File: src/rtl/wb_stage_pkg.sv
// Shared write-back definitions: source-select constants, load-type encodings and stage control word.
package wb_stage_pkg;

    localparam int NSRC_DEF   = 4;
    localparam int RF_ALU_C   = 0;
    localparam int RF_NPC_PC4 = 1;
    // DRAM sits one past the last plain source, so it tracks NSRC.
    localparam int RF_DRAM_RD = NSRC_DEF;

    typedef enum logic [2:0] {
        LD_LW  = 3'd0,
        LD_LH  = 3'd1,
        LD_LHU = 3'd2,
        LD_LB  = 3'd3,
        LD_LBU = 3'd4
    } ld_type_e;

    typedef struct packed {
        logic       we;
        logic [4:0] wr;
    } wb_ctl_t;

endpackage

File: src/rtl/wb_load_ext.sv
// Combinational load alignment and sign/zero extension of the DRAM read word.
module wb_load_ext
    import wb_stage_pkg::*;
#(
    parameter int XLEN = 32
) (
    input  logic [XLEN-1:0] rd,
    input  ld_type_e        ld_type,
    input  logic [1:0]      addr_lo,
    output logic [XLEN-1:0] wd
);

    logic [7:0]  byte_sel;
    logic [15:0] half_sel;

    // Half loads ignore addr_lo[0]; a misaligned half is not trapped.
    assign byte_sel = rd[{addr_lo, 3'b000} +: 8];
    assign half_sel = rd[{addr_lo[1], 4'b0000} +: 16];

    always_comb begin
        wd = rd;
        case (ld_type)
            LD_LB:   wd = {{(XLEN-8){byte_sel[7]}}, byte_sel};
            LD_LBU:  wd = {{(XLEN-8){1'b0}}, byte_sel};
            LD_LH:   wd = {{(XLEN-16){half_sel[15]}}, half_sel};
            LD_LHU:  wd = {{(XLEN-16){1'b0}}, half_sel};
            default: wd = rd;
        endcase
    end

endmodule

File: src/rtl/wb_stage.sv
// MEM/WB pipeline register and write-back selector with stall/flush, x0 suppression and retire counter.
// Optional load alignment/extension is enabled by defining WB_LOAD_EXT_EN.
module wb_stage
    import wb_stage_pkg::*;
#(
    parameter int XLEN = 32,
    parameter int NSRC = 4,
    parameter int SELW = $clog2(NSRC + 1)
) (
    input  logic                 clk,
    input  logic                 rst,
    input  logic                 stall,
    input  logic                 flush,
    input  logic                 m_valid,
    input  logic [SELW-1:0]      m_wd_sel,
    input  logic [NSRC*XLEN-1:0] m_src_data,
    input  logic                 m_rf_we,
    input  logic [4:0]           m_wr,
    input  logic [2:0]           m_ld_type,
    input  logic [1:0]           m_addr_lo,
    input  logic [XLEN-1:0]      dram_rd,
    output logic                 rf_we,
    output logic [4:0]           rf_wr,
    output logic [XLEN-1:0]      rf_wd,
    output logic                 wb_valid,
    output logic [4:0]           fwd_wr,
    output logic [XLEN-1:0]      fwd_wd,
    output logic [31:0]          retire_cnt
);

    localparam logic [SELW-1:0] SEL_DRAM = SELW'(NSRC);

    logic [1:0]      vld_pipe;
    wb_ctl_t         ctl_q;
    logic [SELW-1:0] sel_q;
    logic [XLEN-1:0] data_q;
    logic [XLEN-1:0] src_sel;
    logic [XLEN-1:0] ld_wd;
    logic [31:0]     retire_q;

    assign vld_pipe[0] = m_valid;

    // Selects at or beyond NSRC capture 0 into the data register.
    always_comb begin
        src_sel = '0;
        for (int i = 0; i < NSRC; i++)
            if (m_wd_sel == SELW'(i)) src_sel = m_src_data[i*XLEN +: XLEN];
    end

    always_ff @(posedge clk or posedge rst) begin
        if (rst) begin
            vld_pipe[1] <= 1'b0;
            ctl_q       <= '0;
            sel_q       <= '0;
            data_q      <= '0;
            retire_q    <= '0;
        end else begin
            if (flush) begin
                vld_pipe[1] <= 1'b0;
                ctl_q       <= '0;
                sel_q       <= '0;
                data_q      <= '0;
            end else if (!stall) begin
                vld_pipe[1] <= vld_pipe[0];
                ctl_q       <= '{we: m_rf_we, wr: m_wr};
                sel_q       <= m_wd_sel;
                data_q      <= src_sel;
            end
            if (vld_pipe[1] && !stall) retire_q <= retire_q + 32'd1;
        end
    end

`ifdef WB_LOAD_EXT_EN
    ld_type_e   ld_q;
    logic [1:0] lo_q;

    always_ff @(posedge clk or posedge rst) begin
        if (rst) begin
            ld_q <= LD_LW;
            lo_q <= '0;
        end else if (flush) begin
            ld_q <= LD_LW;
            lo_q <= '0;
        end else if (!stall) begin
            ld_q <= ld_type_e'(m_ld_type);
            lo_q <= m_addr_lo;
        end
    end

    wb_load_ext #(.XLEN(XLEN)) u_load_ext (
        .rd      (dram_rd),
        .ld_type (ld_q),
        .addr_lo (lo_q),
        .wd      (ld_wd)
    );
`else
    logic unused_ld;
    assign unused_ld = ^{m_ld_type, m_addr_lo};
    assign ld_wd     = dram_rd;
`endif

    // Out-of-range selects never write; a stalled WB never writes.
    assign rf_we      = vld_pipe[1] & ctl_q.we & (ctl_q.wr != 5'd0) & ~stall & (sel_q <= SEL_DRAM);
    assign rf_wr      = ctl_q.wr;
    assign rf_wd      = (sel_q == SEL_DRAM) ? ld_wd : data_q;
    assign wb_valid   = vld_pipe[1];
    assign fwd_wr     = rf_we ? ctl_q.wr : 5'd0;
    assign fwd_wd     = rf_wd;
    assign retire_cnt = retire_q;

endmodule
File: config.mk
export PLATFORM = sky130hd
export DESIGN_NAME = wb_stage
export DESIGN_NICKNAME = d
export VERILOG_FILES = /design/src/rtl/wb_stage_pkg.sv /design/src/rtl/wb_load_ext.sv /design/src/rtl/wb_stage.sv
export SDC_FILE = /design/constraint.sdc
export NUM_CORES = 1
export LEC_CHECK = 0
export CAP_MARGIN = 25
export CELL_PAD_IN_SITES_DETAIL_PLACEMENT = 1
export CELL_PAD_IN_SITES_GLOBAL_PLACEMENT = 2
export CORE_MARGIN = 5
export CORE_UTILIZATION = 21
export CTS_CLUSTER_SIZE = 16
export DETAILED_ROUTE_END_ITERATION = 12
export GPL_TIMING_DRIVEN = 0
export PLACE_DENSITY = 0.92
export SYNTH_ARGS = -nofsm -noshare
export SYNTH_HDL_FRONTEND = slang
export SYNTH_SLANG_ARGS = --single-unit
File: constraint.sdc
create_clock -name clk -period 2.75 [get_ports clk]
set_input_delay 0.4125 -clock clk [delete_from_list [all_inputs] [get_ports clk]]
set_output_delay 0.4125 -clock clk [all_outputs]
set_load 0.02 [all_outputs]
# Yosys cells after proc, flatten, opt, wreduce, memory -nomap -nowiden
# Index checks and enable logic that the tools add are counted.
# op_classes
n_addsub	1
n_lt_le_gt_ge	1
eq_ne	5
mux	14
bitwise	5
n_reduce_logical	4
# ops
op	n
$mux W32	7
$add A32 B1 Y32 const B	1
$mux W6	2
$eq A3 B2 Y1 const B	2
$mux W3	2
$mux W5	1
$reduce_bool A5 Y1	1
$and A1 B1 Y1	4
$eq A3 B1 Y1 const B	1
$eq A3 B3 Y1 const B	1
$le A3 B3 Y1 const B	1
$logic_not A3 Y1	1
$mux W1	2
$ne A2 B1 Y1 const B	1
$logic_and A1 B1 Y1	1
$logic_not A1 Y1	1
$not A1 Y1	1
# word_totals
reg_bits	74
output_inout_bits	108

# Logic depth before layout (Yosys ltp)
# Gate-level depths: netlist (run 1).
# logic_depth
word_depth	7
mapped_depth	7
mapped_depth_nobuf	5

# Least setup slack after synthesis (run 1)
# OpenSTA, ideal clock, no wires.
# synth_path
kind	register to output
start	register vld_pipe[1], in the netlist wb_valid
end	output fwd_wr[0]
arrival_time_ps	1704
path_slack_ps	633
path_stages_with_launch	6
path_buffers	1
path_cell_list	dfrtp_1 nor2b_1 clkbuf_1 nand3_1 a21oi_1 and2_1
# synth_via
elab_chain_len	5
# synth_lines
element	line	text
start, declared	wb_stage.sv:33	logic [1:0] vld_pipe;
start signal, assigned	wb_stage.sv:64	vld_pipe[1] <= vld_pipe[0];
$and A1 B1 Y1 (4 in a row)	wb_stage.sv:103	assign rf_we = vld_pipe[1] & ctl_q.we & (ctl_q.wr != 5'd0) & ~stall & (sel_q <= SEL_DRAM);
net rf_we	wb_stage.sv:22	output logic rf_we,
$mux W5	wb_stage.sv:107	assign fwd_wr = rf_we ? ctl_q.wr : 5'd0;
end, declared	wb_stage.sv:26	output logic [4:0] fwd_wr,
# The timed path passes the listed nets, and every way through them passes these cells.

# Final worst setup path (run 1)
# layout_path
start	register sel_q[1]
end	output fwd_wd[4]
# layout_via
elab_chain_len	2
# layout_lines
element	line	text
start, declared	wb_stage.sv:35	logic [SELW-1:0] sel_q;
start signal, assigned	wb_stage.sv:66	sel_q <= m_wd_sel;
$eq A3 B3 Y1	wb_stage.sv:105	assign rf_wd = (sel_q == SEL_DRAM) ? ld_wd : data_q;
$mux W32	wb_stage.sv:105	
end, declared	wb_stage.sv:27	output logic [XLEN-1:0] fwd_wd,
# No other way between the ends.

==> results of run 1 <==
==> placed cells by master (no fill, tap or decap), types with 2 or more instances in the layout <==
cell	n
a211oi_1	4
a21oi_1	4
a22o_1	4
and2_1	5
and3_1	3
and4_1	4
buf_2	12
buf_4	41
clkbuf_1	11
clkbuf_16	9
clkbuf_2	2
clkdlybuf4s50_1	216
clkinvlp_4	2
dfrtp_1	74
dlygate4sd2_1	40
dlymetal6s2s_1	23
inv_1	2
inv_6	2
mux2_2	60
mux2i_1	15
nand2_1	39
nand2_2	2
nand3_1	7
nand4_1	11
nor2_1	16
nor2b_1	8
nor3_1	9
nor4_2	2
nor4b_2	3
o21ai_0	51
o21ai_1	4
o22ai_1	27
xnor2_1	16
xor2_1	15
==> final cells by class <==
cell class / count / area, µm² / area share
plain buffers: 66 / 422 / 0.0518
clock buffers: 9 / 225 / 0.0277
clock inverters: 7 / 76.3 / 0.00938
inverters: 3 / 13.8 / 0.00169
multi-input cells: 320 / 2340 / 0.287
flip-flops and latches: 74 / 1850 / 0.228
well taps: 280 / 350 / 0.0431
repair buffers: 283 / 2860 / 0.352
==> cell families (layout without fill, tap and decap cells) <==
kind of cell | count (synthesis) | after routing
flip-flops | 74 | 74
adder cells (fa/ha/maj) | 1 | 1
AND/OR/NAND/NOR | 116 | 116
multiplexers | 75 | 75
buffers and inverters | 69 | 368
XOR/XNOR | 31 | 31
AO/OA/AOI/OAI | 97 | 97
==> per-layer routing <==
metal,vias to the layer above,routed length (µm)
li1,2211,-
met1,2244,7570
met2,180,9850
met3,12,1710
met4,2,174
met5,-,7
==> power groups by stage <==
stage	clock network [mW]	logic (mW)	registers, mW
after floorplan	0	0.422	1.24
after global placement	0	0.991	1.23
final	1.22	0.966	1.21
after global routing	1.32	1.04	1.22
after CTS	1.26	0.991	1.21
after detailed placement	0	1.01	1.23
==> what timing repair did <==
action	CTS	global route
cloned	0	0
setup endpoints to repair	70	23
resized for setup	46	23
pin swaps	1	0
buffers inserted	2	0
==> sequential cells by signal (all words and copies together), names as in the netlist <==
signal / cells
ctl_q: 1
data_q: 32
retire_cnt: 32
rf_wr: 5
sel_q: 3
wb_valid: 1
==> synthesized netlist by cell type (2+ instances only) <==
| master | number | area share |
|---|---|---|
| a211oi_1 | 4 | 0.0065 |
| a21oi_1 | 5 | 0.0054 |
| a22o_1 | 4 | 0.0076 |
| and2_1 | 5 | 0.0068 |
| and3_1 | 3 | 0.0041 |
| and4_1 | 4 | 0.0076 |
| buf_2 | 14 | 0.015 |
| buf_4 | 37 | 0.060 |
| clkbuf_1 | 12 | 0.0098 |
| dfrtp_1 | 74 | 0.40 |
| inv_1 | 3 | 0.0024 |
| mux2_2 | 60 | 0.15 |
| mux2i_1 | 15 | 0.033 |
| nand2_1 | 39 | 0.032 |
| nand2_2 | 2 | 0.0027 |
| nand3_1 | 7 | 0.0076 |
| nand4_1 | 11 | 0.015 |
| nor2_1 | 16 | 0.013 |
| nor2b_1 | 8 | 0.011 |
| nor3_1 | 9 | 0.0098 |
| nor4_2 | 2 | 0.0054 |
| nor4b_2 | 3 | 0.0098 |
| o21ai_0 | 51 | 0.055 |
| o21ai_1 | 4 | 0.0043 |
| o22ai_1 | 27 | 0.037 |
| xnor2_1 | 16 | 0.030 |
| xor2_1 | 15 | 0.029 |
==> stage by stage <==
step / std cells / worst slack [ns] / TNS [ns] / util
after floorplan: 463 / 0.456 / 0 / -
after global placement: 1022 / -1.07 / -92.35 / 0.357
after detailed placement: 1024 / -0.340 / -13.52 / 0.359
after CTS: 1042 / 0.00211 / 0 / 0.373
after global routing: 1042 / 0.00117 / 0 / 0.375
final: 1042 / 0.0849 / 0 / 0.375
==> critical path: cells and delay by family (launching register included) <==
| kind | cells | cell delay (ns) |
|---|---|---|
| buffers and inverters | 3 | 0.87 |
| DFF | 1 | 0.42 |
| muxes | 1 | 0.37 |
| and+or+nand+nor | 1 | 0.24 |
==> worst paths after layout <==
kind	from	to	slack (ns)	depth (start not counted)
min in group clk	data_q[18]$_DFFE_PP0P_	data_q[18]$_DFFE_PP0P_	0.48	2
max	sel_q[1]$_DFFE_PP0P_	fwd_wd[4]	0.08	5
max reg2reg	retire_cnt[0]$_DFFE_PP0P_	retire_cnt[30]$_DFFE_PP0P_	0.96	5
max in group asynchronous	rst	data_q[0]$_DFFE_PP0P_	1.72	3
min	rst	retire_cnt[13]$_DFFE_PP0P_	0.44	2
min reg2reg	data_q[18]$_DFFE_PP0P_	data_q[18]$_DFFE_PP0P_	0.48	2
==> flow_summary.yaml, run 1 <==
pwr:
  p_sw_frac: 0.291
  powerDensity_mw_per_mm2: 417
  p_comb_frac: 0.284
  sequentialPowerShare: 0.356
  power_leakage_nw: 3.87
  p_switching_mw: 0.987
  power_frac_clock: 0.359
  ir_drop_mv: 0.268
  total_power_mw: 3.39
  p_int_mw: 2.41
synth:
  synthArstFlopShare: 1.00
  synth_top_family_by_area: "multiplexers"
  ys.flop_type: "dfrtp_1"
  synthMuxAreaShare: 0.179
  synth_compound_area_frac: 0.120
  synthCells: 463
  yosys_warnings: 0
  yosysUniqueCellTypes: 40
  synth_edf_count: 0
  synth.net_count: 643
  yosysSeqAreaShare: 0.402
  syn-mean-instance-area_um2: 9.94
  ys_seq_elements: 74
  synth-simple-area-share: 0.144
  synth-xor-area-share: 0.0590
  synth_fa_ha_area_frac: 0.00272
  syn_area_mm2: 0.00460
sta:
  holdWs_ns: 0.438
  setup_viol: 0
  fmax_mhz: 375
  rsz0062_at_grt: "false"
  final.setup_skew_ns: 0.00540
  finalHoldViolations: 0
  period_share: 0.969
  final_max_slew_viol_count: 0
  worstMarginPinSlew_ns: 0.714
  slew_headroom: 0.524
  min_period_ns: 2.67
clock_network:
  htree_levels: 3
  cts_buffer_depth: 2
  cts-root-buf: "clkbuf_16"
  ctsHoldBuffers: 0
  cts-buffers-inserted: 9
  clk_pin_slew_worst_paths_ns: 0.07
  cts.sinks: 74
  clock_latency_ns: 0.34
  cts_tree: "done"
die:
  start_util: 0.212
  fp.dieW_um: 158
  core_region_area_mm2: 0.0217
  placementRows: 54
  die_h_um: 158
  die_area_mm2: 0.0250
  pin_count: 287
placed_design:
  gp_congestion: 0.783
  port_buffers: 279
  placed_area_mm2: 0.00778
  dp_hpwl_um: 15900
job:
  cap_viol_max_count: 0
final_layout:
  antenna_cells: 0
  areaGrowthSynthToFinish_pct: 76.8
  final_cell_area_mm2: 0.00814
  nets: 937
  drive_above_1_share: 0.194
  fillers: 2494
grt:
  grt_max_degree: 42
  grtUsageTotal: 0.151
  grt_pass1_wl_um: 28900
  busiest_layer: "met2"
  grt_use_met3: 0.0618
  antenna_found_initial: 1
  use_met2: 0.271
  grt_pass1_vias: 5044
  grt_util_met1: 0.171
  overflow: 0
critical_path:
  cp_slowest_cell: "clkdlybuf4s50_1"
  worst-path-max-fanout: 10
  start_kind: "register"
  crit_arrival_ns: 2.25
  path_class: "register to output pin"
  path_cells: "nor3b_4 > buf_12 > buf_4 > mux2_2 > clkdlybuf4s50_1"
  cp.required_ns: 2.34
  slowest_delay_ns: 0.55
  worstSetupEndpointType: "output pin"
detailed_routing:
  route.detailed.drc: 0
  wl_um: 19300
  drt_pass1_iterations: 4
  ant_nets: 0
  wire_per_inst_um: 18.5
  initialDrtViolationCount: 77
  routed_via_density: 4.46
  dr_total_vias: 4649
outcome:
  status: "finished, final reports clean"
hold_path:
  min_path_type: "primary input to async pin"
Power figures use the tool's default switching activity.
==> run 2: changes to the inputs <==
Settings changed: CORE_UTILIZATION 21 to 22, PLACE_DENSITY 0.92 to 0.95.
Clock period 2.75 ns to 3.1 ns, I/O delays scaled along.
==> flow_summary.yaml, run 2 (same netlist as run 1, synthesis figures left out) <==
outcome:
  status: "finished, final reports clean"
die:
  die_area_mm2: 0.0239
  die_h_um: 155
  placementRows: 53
  pin_count: 287
  fp.dieW_um: 155
  core_region_area_mm2: 0.0208
  start_util: 0.221
job:
  cap_viol_max_count: 0
sta:
  period_share: 0.949
  final.setup_skew_ns: 0.00358
  setup_viol: 0
  finalHoldViolations: 0
  finalSetupTns_ns: 0
  slew_headroom: 0.547
  fmax_mhz: 340
  setup_ws_ns: 0.157
  worstMarginPinSlew_ns: 0.679
  min_period_ns: 2.94
  rsz0062_at_grt: "false"
  final_max_slew_viol_count: 0
clock_network:
  cts_tree: "done"
  cts-buffers-inserted: 9
  cts_buffer_depth: 2
  cts.sinks: 74
  htree_levels: 3
  ctsHoldBuffers: 0
  clk_pin_slew_worst_paths_ns: 0.06
  cts-root-buf: "clkbuf_16"
  clock_latency_ns: 0.34
critical_path:
  crit_arrival_ns: 2.48
  r2r_start: "retire_cnt[0]$_DFFE_PP0P_"
  cp.required_ns: 2.63
  ff2ff_path_depth: 5
  path_class: "register to output pin"
  start_kind: "register"
  rr_endpoint: "retire_cnt[24]$_DFFE_PP0P_"
  ff2ff_setup_slack_ns: 1.29
  critical_path.startpoint: "sel_q[1]$_DFFE_PP0P_"
  worst-path-max-fanout: 10
  worstSetupEndpointType: "output pin"
placed_design:
  port_buffers: 279
  place_ws_ns: -0.108
  dp_hpwl_um: 15700
  placed_area_mm2: 0.00777
  gp_congestion: 0.781
detailed_routing:
  drt_pass1_iterations: 5
  route.detailed.drc: 0
  routed_via_density: 4.52
  dr_total_vias: 4687
  wl_um: 19400
  wire_per_inst_um: 18.7
  ant_nets: 0
  initialDrtViolationCount: 108
grt:
  grt_max_degree: 55
  grtUsageTotal: 0.158
  antenna_found_initial: 0
  grt_pass1_vias: 5106
  grt_pass1_wl_um: 29500
  overflow: 0
final_layout:
  areaGrowthSynthToFinish_pct: 76.5
  drive_above_1_share: 0.194
  fillers: 2395
  antenna_cells: 0
  nets: 937
  final_cell_area_mm2: 0.00812
  layout_commonest_cell: "clkdlybuf4s50_1"
  mostFrequentLayoutCells: "clkdlybuf4s50_1 (276), dfrtp_1 (74), mux2_2 (60)"
pwr:
  power_leakage_nw: 3.40
  total_power_mw: 3.05
  ir_drop_mv: 0.230
  powerDensity_mw_per_mm2: 375
hold_path:
  min_path_type: "primary input to async pin"
## run 2: cell count changes in the layout (fill, tap and decap cells not counted), sizes merged
cell	before	now
buf	57	56
clkbuf	22	24
clkdlybuf4s50	216	276
clkinv	2	3
clkinvlp	2	1
dlygate4sd2	40	0
dlymetal6s2s	23	3
inv	5	4
## run 2: metrics by stage
stage | hold WS [ns] | utilization | std cells
after global routing | 0.453 | 0.390 | 1037
final | 0.432 | 0.390 | 1037
after detailed placement | 0.463 | 0.373 | 1018
after CTS | 0.425 | 0.389 | 1036
after floorplan | 0.446 | - | 463
after global placement | 0.460 | 0.372 | 1017
## run 2: critical path, stage by stage, from the launching register on
cell	delay [ns]
dfrtp_1	0.41
nor3b_4	0.19
buf_4	0.16
buf_2	0.29
mux2_2	0.40
buf_4	0.13
clkdlybuf4s50_1	0.56
## run 2: cell type report
cell class	count	area, µm²	area share
plain buffers	66	417	0.0513
clock buffers	10	239	0.0294
clock inverters	6	65.1	0.00801
inverters	3	13.8	0.00169
multi-input cells	320	2340	0.289
flip-flops and latches	74	1850	0.228
well taps	275	344	0.0424
repair buffers	283	2850	0.351
## run 2: per-layer routing
metal,vias up,part of all wire,wire length (µm),GRT usage
li1,2205,-,-,-
met3,16,0.076,1470,0.0523
met1,2275,0.39,7650,0.184
met5,-,0,0,0
met2,191,0.52,10000,0.283
met4,0,0.013,256,0.0357
## run 2: worst max-delay path by stage
stage / to / slack [ns] / depth (start not counted)
4_1_cts: rf_wd[20] / 0.10 / 6
5_1_grt: rf_wd[11] / 0.03 / 6
2_1_floorplan: ctl_q[5]$_DFFE_PP0P_ / 0.75 / 1
3_5_place_dp: fwd_wr[0] / -0.11 / 7
6_report: rf_wd[20] / 0.16 / 6
3_3_place_gp: data_q[19]$_DFFE_PP0P_ / -0.74 / 2
## run 2: power breakdown
part           total (mW)  switching, mW  internal [mW]
logic               0.892          0.373          0.519
clock network        1.08          0.435          0.647
registers            1.07         0.0545           1.02
total                3.05          0.863           2.18
## run 2: what timing repair did
item | 4_1_cts | 5_1_grt
pin swaps | 1 | 0
gates resized for setup | 4 | 4
setup endpoints to repair | 64 | 4
setup buffers | 2 | 0
